<file path="src/rtl/cpu_pkg.sv">
// Shared definitions for the multi-cycle RV32I core: opcodes, FSM states,
// ALU select codes and the ALU/immediate helpers.
package cpu_pkg;

  localparam logic [6:0] OP_LUI    = 7'h37;
  localparam logic [6:0] OP_AUIPC  = 7'h17;
  localparam logic [6:0] OP_JAL    = 7'h6f;
  localparam logic [6:0] OP_JALR   = 7'h67;
  localparam logic [6:0] OP_BRANCH = 7'h63;
  localparam logic [6:0] OP_LOAD   = 7'h03;
  localparam logic [6:0] OP_STORE  = 7'h23;
  localparam logic [6:0] OP_IMM    = 7'h13;
  localparam logic [6:0] OP_REG    = 7'h33;
  localparam logic [6:0] OP_FENCE  = 7'h0f;
  localparam logic [6:0] OP_SYSTEM = 7'h73;

  localparam logic [31:0] INSN_ECALL  = 32'h0000_0073;
  localparam logic [31:0] INSN_EBREAK = 32'h0010_0073;

  typedef enum logic [2:0] {
    ST_RST, ST_IF, ST_EX, ST_MEM, ST_WB, ST_HALT, ST_ERR
  } state_t;

  typedef enum logic [3:0] {
    ALU_ADD, ALU_SUB, ALU_SLL, ALU_SLT, ALU_SLTU,
    ALU_XOR, ALU_SRL, ALU_SRA, ALU_OR, ALU_AND
  } alu_op_t;

  function automatic logic [31:0] alu(alu_op_t op, logic [31:0] a, logic [31:0] b);
    case (op)
      ALU_SUB:  return a - b;
      ALU_SLL:  return a << b[4:0];
      ALU_SLT:  return {31'b0, $signed(a) < $signed(b)};
      ALU_SLTU: return {31'b0, a < b};
      ALU_XOR:  return a ^ b;
      ALU_SRL:  return a >> b[4:0];
      ALU_SRA:  return $signed(a) >>> b[4:0];
      ALU_OR:   return a | b;
      ALU_AND:  return a & b;
      default:  return a + b;
    endcase
  endfunction

  function automatic logic [31:0] decode_imm(logic [31:0] ir);
    case (ir[6:0])
      OP_LUI, OP_AUIPC: return {ir[31:12], 12'h000};
      OP_JAL:           return {{12{ir[31]}}, ir[19:12], ir[20], ir[30:21], 1'b0};
      OP_BRANCH:        return {{20{ir[31]}}, ir[7], ir[30:25], ir[11:8], 1'b0};
      OP_STORE:         return {{21{ir[31]}}, ir[30:25], ir[11:7]};
      default:          return {{21{ir[31]}}, ir[30:20]};
    endcase
  endfunction

endpackage

</file>
<file path="src/rtl/lsu_align.sv">
// Byte-lane handling for the data port: store lane replication and mask,
// load lane extract with sign/zero extension, and the misalignment flag.
module lsu_align (
  input  logic [2:0]  funct3,
  input  logic [1:0]  addr_lo,
  input  logic [31:0] store_data,
  input  logic [31:0] load_word,
  output logic [31:0] wdata,
  output logic [3:0]  wmask,
  output logic [31:0] load_data,
  output logic        misalign
);

  logic [31:0] shifted;

  always_comb begin
    misalign = (funct3[1:0] == 2'd1 && addr_lo[0]) ||
               (funct3[1:0] == 2'd2 && addr_lo != 2'd0);
    shifted  = load_word >> {addr_lo, 3'b000};
    case (funct3[1:0])
      2'd0: begin
        wdata = {4{store_data[7:0]}};
        wmask = 4'b0001 << addr_lo;
      end
      2'd1: begin
        wdata = {2{store_data[15:0]}};
        wmask = 4'b0011 << addr_lo;
      end
      default: begin
        wdata = store_data;
        wmask = 4'b1111;
      end
    endcase
    case (funct3)
      3'd0:    load_data = {{24{shifted[7]}}, shifted[7:0]};
      3'd1:    load_data = {{16{shifted[15]}}, shifted[15:0]};
      3'd4:    load_data = {24'b0, shifted[7:0]};
      3'd5:    load_data = {16'b0, shifted[15:0]};
      default: load_data = load_word;
    endcase
  end

endmodule

</file>
<file path="src/rtl/cpu_multicycle.sv">
// Multi-cycle RV32I core sequenced IF/EX/MEM/WB, with req/ack instruction and
// data ports, bus timeout, EBREAK halt and sticky error trapping.
module cpu_multicycle
  import cpu_pkg::*;
#(
  parameter logic [31:0] RESET_PC = 32'h8000_0000,
  parameter int unsigned NREGS    = 32,
  parameter int unsigned MAX_WAIT = 255
) (
  input  logic        clk,
  input  logic        rst,
  output logic        imem_req,
  output logic [31:0] imem_addr,
  input  logic        imem_ack,
  input  logic [31:0] imem_rdata,
  output logic        dmem_req,
  output logic        dmem_we,
  output logic [31:0] dmem_addr,
  output logic [31:0] dmem_wdata,
  output logic [3:0]  dmem_wmask,
  input  logic        dmem_ack,
  input  logic [31:0] dmem_rdata,
  output logic [31:0] pc,
  output logic        retire,
  output logic        halt,
  output logic        err
);

  localparam int unsigned RW        = $clog2(NREGS);
  localparam logic [5:0]  NREGS_W   = 6'(NREGS);
  localparam logic [15:0] WAIT_LAST = 16'(MAX_WAIT - 1);

  state_t      state, state_nx;
  logic [31:0] ir, dnpc_q, rd_val;
  logic        rd_wen;
  logic [15:0] wait_cnt;
  logic [31:0] regs [NREGS];

  logic [6:0]  opcode, f7;
  logic [2:0]  f3;
  logic [4:0]  rd_idx, rs1_idx, rs2_idx;
  logic [31:0] rs1_v, rs2_v, imm, ea, alu_b, result, dnpc;
  logic [31:0] st_wdata, ld_data;
  logic [3:0]  st_wmask;
  logic        illegal, has_rd, use_rs1, use_rs2, is_mem, is_store, ebreak, misalign, fault;
  alu_op_t     alu_op;

  assign opcode  = ir[6:0];
  assign f3      = ir[14:12];
  assign f7      = ir[31:25];
  assign rd_idx  = ir[11:7];
  assign rs1_idx = ir[19:15];
  assign rs2_idx = ir[24:20];
  assign rs1_v   = (rs1_idx == 5'd0) ? '0 : regs[rs1_idx[RW-1:0]];
  assign rs2_v   = (rs2_idx == 5'd0) ? '0 : regs[rs2_idx[RW-1:0]];
  assign imm     = decode_imm(ir);
  assign ea      = rs1_v + imm;

  // ir and the register file are frozen through MEM, so ea still addresses the load lane there
  lsu_align u_lsu (
    .funct3     (f3),
    .addr_lo    (ea[1:0]),
    .store_data (rs2_v),
    .load_word  (dmem_rdata),
    .wdata      (st_wdata),
    .wmask      (st_wmask),
    .load_data  (ld_data),
    .misalign   (misalign)
  );

  always_comb begin
    illegal = 1'b0; has_rd = 1'b0; use_rs1 = 1'b0; use_rs2 = 1'b0;
    is_mem = 1'b0; is_store = 1'b0; ebreak = 1'b0;
    alu_b = imm; result = '0; dnpc = pc + 32'd4;
    case (f3)
      3'd0:    alu_op = (opcode == OP_REG && f7[5]) ? ALU_SUB : ALU_ADD;
      3'd1:    alu_op = ALU_SLL;
      3'd2:    alu_op = ALU_SLT;
      3'd3:    alu_op = ALU_SLTU;
      3'd4:    alu_op = ALU_XOR;
      3'd5:    alu_op = f7[5] ? ALU_SRA : ALU_SRL;
      3'd6:    alu_op = ALU_OR;
      default: alu_op = ALU_AND;
    endcase
    case (opcode)
      OP_LUI:   begin has_rd = 1'b1; result = imm; end
      OP_AUIPC: begin has_rd = 1'b1; result = pc + imm; end
      OP_JAL:   begin has_rd = 1'b1; result = pc + 32'd4; dnpc = pc + imm; end
      OP_JALR: begin
        has_rd = 1'b1; use_rs1 = 1'b1; illegal = (f3 != 3'd0);
        result = pc + 32'd4; dnpc = {ea[31:1], 1'b0};
      end
      OP_BRANCH: begin
        use_rs1 = 1'b1; use_rs2 = 1'b1;
        case (f3)
          3'd0: if (rs1_v == rs2_v) dnpc = pc + imm;
          3'd1: if (rs1_v != rs2_v) dnpc = pc + imm;
          3'd4: if ($signed(rs1_v) < $signed(rs2_v)) dnpc = pc + imm;
          3'd5: if ($signed(rs1_v) >= $signed(rs2_v)) dnpc = pc + imm;
          3'd6: if (rs1_v < rs2_v) dnpc = pc + imm;
          3'd7: if (rs1_v >= rs2_v) dnpc = pc + imm;
          default: illegal = 1'b1;
        endcase
      end
      OP_LOAD: begin
        has_rd = 1'b1; use_rs1 = 1'b1; is_mem = 1'b1;
        illegal = (f3 == 3'd3) || (f3 >= 3'd6);
      end
      OP_STORE: begin
        use_rs1 = 1'b1; use_rs2 = 1'b1; is_mem = 1'b1; is_store = 1'b1;
        illegal = (f3 > 3'd2);
      end
      OP_IMM: begin
        has_rd = 1'b1; use_rs1 = 1'b1; result = alu(alu_op, rs1_v, alu_b);
        illegal = (f3 == 3'd1 && f7 != 7'h00) ||
                  (f3 == 3'd5 && f7 != 7'h00 && f7 != 7'h20);
      end
      OP_REG: begin
        has_rd = 1'b1; use_rs1 = 1'b1; use_rs2 = 1'b1; alu_b = rs2_v;
        result = alu(alu_op, rs1_v, alu_b);
        illegal = !(f7 == 7'h00 || (f7 == 7'h20 && (f3 == 3'd0 || f3 == 3'd5)));
      end
      OP_FENCE: ;
      OP_SYSTEM: begin
        if (ir == INSN_EBREAK) ebreak = 1'b1;
        else if (ir != INSN_ECALL) illegal = 1'b1;
      end
      default: illegal = 1'b1;
    endcase
    if ((has_rd && {1'b0, rd_idx} >= NREGS_W) || (use_rs1 && {1'b0, rs1_idx} >= NREGS_W) ||
        (use_rs2 && {1'b0, rs2_idx} >= NREGS_W))
      illegal = 1'b1;
    fault = illegal || dnpc[1] || (is_mem && misalign);
  end

  always_ff @(posedge clk or negedge rst) begin
    if (!rst) state <= ST_RST;
    else      state <= state_nx;
  end

  always_comb begin
    state_nx = state;
    case (state)
      ST_RST: state_nx = ST_IF;
      ST_IF:  if (imem_ack) state_nx = ST_EX;
              else if (wait_cnt == WAIT_LAST) state_nx = ST_ERR;
      ST_EX:  if (fault) state_nx = ST_ERR;
              else if (ebreak) state_nx = ST_HALT;
              else if (is_mem) state_nx = ST_MEM;
              else state_nx = ST_WB;
      ST_MEM: if (dmem_ack) state_nx = ST_WB;
              else if (wait_cnt == WAIT_LAST) state_nx = ST_ERR;
      ST_WB:  state_nx = ST_IF;
      default: state_nx = state;
    endcase
  end

  always_comb begin
    imem_req  = (state == ST_IF);
    dmem_req  = (state == ST_MEM);
    retire    = (state == ST_WB);
    halt      = (state == ST_HALT);
    err       = (state == ST_ERR);
    imem_addr = pc;
  end

  always_ff @(posedge clk or negedge rst) begin
    if (!rst) begin
      pc <= RESET_PC; ir <= '0; dnpc_q <= '0; rd_val <= '0; rd_wen <= 1'b0; wait_cnt <= '0;
      dmem_we <= 1'b0; dmem_addr <= '0; dmem_wdata <= '0; dmem_wmask <= '0;
    end else begin
      if (state_nx != state) wait_cnt <= '0;
      else if (imem_req || dmem_req) wait_cnt <= wait_cnt + 16'd1;
      if (state == ST_IF && imem_ack) ir <= imem_rdata;
      if (state == ST_EX) begin
        dnpc_q     <= dnpc;
        rd_val     <= result;
        rd_wen     <= has_rd && (rd_idx != 5'd0);
        dmem_we    <= is_store;
        dmem_addr  <= ea;
        dmem_wdata <= st_wdata;
        dmem_wmask <= is_store ? st_wmask : '0;
      end
      if (state == ST_MEM && dmem_ack && !dmem_we) rd_val <= ld_data;
      if (state == ST_WB) pc <= dnpc_q;
    end
  end

  always_ff @(posedge clk) begin
    if (state == ST_WB && rd_wen) regs[rd_idx[RW-1:0]] <= rd_val;
  end

endmodule

</file>
<file path="config.mk">
export PLATFORM = sky130hd
export DESIGN_NAME = cpu_multicycle
export DESIGN_NICKNAME = d
export VERILOG_FILES = /design/src/rtl/cpu_pkg.sv /design/src/rtl/lsu_align.sv /design/src/rtl/cpu_multicycle.sv
export SDC_FILE = /design/constraint.sdc
export NUM_CORES = 2
export LEC_CHECK = 0
export ABC_AREA = 1
export BUFFER_PORTS_ARGS = -buffer_cell sky130_fd_sc_hd__buf_4
export CORE_UTILIZATION = 30
export CTS_BUF_LIST = sky130_fd_sc_hd__clkbuf_8
export CTS_CLUSTER_SIZE = 14
export DETAILED_ROUTE_END_ITERATION = 6
export PLACE_DENSITY_LB_ADDON = 0.1
export SYNTH_ARGS = -nofsm -noshare
export SYNTH_HDL_FRONTEND = slang
export SYNTH_SLANG_ARGS = --single-unit
export TNS_END_PERCENT = 100
</file>
<file path="constraint.sdc">
create_clock -name clk -period 9.25 [get_ports clk]
set_clock_uncertainty 0.05 [all_clocks]
set_input_delay 2.3125 -clock clk [delete_from_list [all_inputs] [get_ports clk]]
set_output_delay 2.3125 -clock clk [all_outputs]
set_load 0.02 [all_outputs]
</file>
==> summary.md <==
| Metric | Value |
|---|---|
| Outcome | `finished with violations` |
| Failing checks | `DRC` |
| Post-synthesis mux area share | `less than 1%` |
| Antenna violations before repair | `21` |
| Htree depth | `4` |
| Area grow syn2layout | `12.3%` |
| RSZ-0062 raised after global routing | `no` |
| Cell depth of the worst hold path | `2` |
| Final GP Congestion | `between 1 and 1.5` |
| Synth Area in Simple Gates | `around 25%` |
| Largest family of logic cells by synthesized area | `simple AND/OR/NAND/NOR gates` |
| Mapped cell area | `82200 um2` |
| Synth Area in XOR/XNOR | `between 1 and 1.5%` |
| Final setup fails | `0` |
| Worst-skew pair later-pin latency | `1.15 ns` |
| WS Path Type | `flop to flop` |
| Critical path arrival | `about 9 ns` |
| I/O pin count | `206` |
| Period utilization | `approximately nine tenths` |
| Clock buffer count from CTS | `236` |
| Longest Clk Path Bufs | `4` |
| Synthesized instance count | `between 10000 and 15000` |
| Peak VDD IR | `114 uV` |
| Ys flop type | `edfxtp_1` |
| Port bufs | `between 200 and 250` |
| Die area | `approximately 280000 um2` |
| Worst r2r path cells | `27` |
| Die Wd | `roughly 530 um` |
| Post-CTS Setup Repair Bufs | `0` |
| Post-synth EDFFs | `1024` |
| Max Freq | `123 MHz` |
| TritonCTS Sinks | `between 1000 and 1500` |
| PD cells | `~130 nW/um2` |
| Routed WL per cell | `32.6 um` |
| Setup tns final | `0 ns` |
| DP HPWL | `~310000 um` |
| Yosys warns | `0` |
| Worst Setup Start Kind | `flop` |
| Slew Limit Headroom | `between 10% and 20%` |
| Vias per cell | `approximately 5.8` |
| GRT Residual Overflow | `0` |
| Gr usage total | `approximately a third` |
| Seq pwr share | `52.5%` |
| Area of the core | `about 270000 um2` |
| CTS tree | `done` |
| Setup slack, reg-to-reg | `between 1 and 1.5 ns` |
| Final WS setup | `between 1 and 1.5 ns` |
| Final layout net count | `between 10000 and 15000` |
| Worst Path Required | `10.08 ns` |
| Critical R2R Capture | `rd_val[16]` |
| Die extent in y | `roughly 530 um` |
| Internal power | `~9 mW` |
| Final worst path period need | `between 8 and 9 ns` |
| Clock network power share | `roughly 46%` |
| Post-synthesis adder-cell area fraction | `approximately 3.6%` |
| CTS Hold Bufs | `0` |
| Final Hold Viols | `0` |
| Sw Ratio | `between 20% and 30%` |
| DR pass1 iterations | `7` |
| Seq cells post-synth | `between 1000 and 1500` |
| Avg Cell Area, Syn | `7.73 um2` |
| DR iter-0 viols | `11026` |
| Hold path endpoint | `dmem_wdata[5]` |
| Net Switching | `around 2.8 mW` |
| Largest net degree at the start of global routing | `between 150 and 200` |
| Slew Limit Fails | `0` |
| Max Cap Viol | `0` |
| Worst slew pin tran | `1.31 ns` |
| Post-DRT Antenna Nets | `0` |
| Total number of vias | `84211` |
| CTS root buffer | `clkbuf_8` |
| Clock slew at reported path FFs | `~0.06 ns` |
| Post-Place Worst Slack | `1.36 ns` |
| Initial Util | `approximately 30%` |
| Crit. End Element | `flop` |
| Post-CTS sizing | `0` |
| Worst hold path type | `flop to flop` |
| Post-synthesis cell type count | `74` |
| Total Routed Length | `470000 um` |
| P_leak | `~37 nW` |
| Vias in the first global route | `79098` |
| Synth Area in Compound Gates | `approximately 18%` |
| Layout cell share with drive strength beyond 1 | `9.02%` |
| FFs w/ async S/R, synth | `17.5%` |
| Reg-to-Reg Start | `ir[21]` |
| Max Fanout on Critical Path | `39` |
| Hold_sp | `dmem_wdata[5]` |
| Row Count | `between 150 and 200` |
| Gate power share | `around 1.3%` |
| Residual DRC | `2` |
| Syn Nets | `~11000` |
| Register area share after synthesis | `around 44%` |
| First-pass GRT wire length | `642000 um` |
## through the flow
stage | util (%) | hold WS, ns | cell area (um2) | total power [mW] | instances
floorplan | - | 0.387 | 82200 | 6.23 | 10635
global placement | 32.3 | 0.417 | 87800 | 6.35 | 13996
detailed placement | 32.3 | 0.422 | 87800 | 6.35 | 13996
CTS | 34.0 | 0.437 | 92200 | 11.7 | 14424
global route | 34.0 | 0.448 | 92300 | 11.9 | 14427
finish | 34.0 | 0.430 | 92300 | 11.6 | 14430
## cell families after synthesis
group | Yosys count
compound gates | 2506
simple gates | 4955
buf+inv | 1587
fa+ha+maj | 235
xor+xnor | 108
flops | 1241
mux | 3
## power groups by stage
| stage | clock (mW) | sequential, mW | combinational (mW) |
|---|---|---|---|
| finish | 5.36 | 6.09 | 0.148 |
| global placement | 0 | 6.20 | 0.148 |
| floorplan | 0 | 6.21 | 0.0141 |
| CTS | 5.45 | 6.09 | 0.149 |
| global route | 5.67 | 6.09 | 0.157 |
| detailed placement | 0 | 6.20 | 0.149 |
## final cells by class
type                    instances  area (um2)
diodes                          6        15.0
clock buffers                 260        3580
flip-flops and latches       1241       36200
multi-input cells            7807       39700
fillers                     28606      179000
inverters                     878        3340
repair buffers                500        4040
clock inverters               168         882
well taps                    3570        4470
## sequential cells by signal, indices dropped and copies added, names as in the netlist
register	count
state	3
regs	1024
wait_cnt	16
rd_val	32
imem_addr	32
ir	32
rd_wen	1
dnpc_q	32
dmem_addr	32
dmem_wmask	4
dmem_we	1
dmem_wdata	32
## critical path, stage by stage, from the launching register on
cell,delay [ns]
dfrtp_4,0.71
inv_6,0.52
nand2_4,0.39
inv_6,0.31
buf_12,0.27
buf_4,0.36
a22oi_1,0.11
o21ai_0,0.12
nand2_1,0.08
nand3_1,0.10
nand2_1,0.05
nand2_1,0.44
inv_1,0.17
ha_1,0.55
inv_1,0.14
a21oi_1,0.27
nor2_1,0.07
nor2_1,0.27
nand2_1,0.10
a21oi_1,0.47
o21ai_0,0.47
o21ai_0,0.29
buf_4,0.16
o22ai_1,0.16
a221oi_1,0.68
nand3_1,0.30
nand2_1,0.15
nand2_1,0.06
## cells in the mapped netlist (all sizes together), types with 9 or more instances
library cell | count | area, um2
a211oi | 10 | 75.1
a21boi | 9 | 67.6
a21o | 19 | 143
a21oi | 697 | 3510
a221oi | 89 | 780
a22oi | 120 | 901
a2bb2oi | 10 | 87.6
a31oi | 15 | 93.8
and2 | 11 | 68.8
buf | 379 | 2090
clkbuf | 330 | 1240
clkinv | 10 | 37.5
dfrtp | 216 | 5410
edfxtp | 1024 | 30700
ha | 230 | 2880
inv | 868 | 3260
nand2 | 2457 | 9280
nand3 | 1246 | 6290
nand3b | 9 | 67.6
nand4 | 68 | 425
nor2 | 1061 | 4050
nor3 | 62 | 330
nor4 | 20 | 146
o2111ai | 20 | 175
o211ai | 212 | 1590
o21a | 15 | 113
o21ai | 1087 | 5450
o21bai | 31 | 233
o221ai | 96 | 841
o22ai | 49 | 327
or2 | 17 | 106
xnor2 | 23 | 201
xor2 | 85 | 744
## cells in the final DEF, fill, tap and decap left out, drive strengths merged, types with 49 or more instances in the layout
master / synthesis / final
ha: 230 / 230
clkinv: 10 / 87
a21oi: 697 / 697
nand2: 2457 / 2457
clkbuf: 330 / 260
xor2: 85 / 85
nor2: 1061 / 1061
a22oi: 120 / 120
nand4: 68 / 68
o22ai: 49 / 49
a221oi: 89 / 89
o211ai: 212 / 212
nor3: 62 / 62
buf: 379 / 500
edfxtp: 1024 / 1024
o221ai: 96 / 96
nand3: 1246 / 1246
dfrtp: 216 / 216
inv: 868 / 945
o21ai: 1087 / 1087
## worst max-delay path by stage
stage	startpoint	end	slack, ns	depth (start not counted)
CTS	ir[21]	rd_val[16]	1.25	27
floorplan	ir[20]	dnpc_q[28]	4.53	36
detailed placement	ir[21]	rd_val[16]	1.36	27
finish	ir[21]	rd_val[16]	1.10	27
global placement	ir[21]	rd_val[16]	1.31	27
global route	ir[21]	dnpc_q[15]	0.89	30
## metal layers
layer,GRT usage (%),share of wire [%],routed length (um)
met1,41.8,40,189000
met2,52.6,45,213000
met3,5.03,7.7,36300
met4,19.7,6.9,32600
met5,0,0.0055,26
Note: power is estimated with default switching activity, not from simulation.
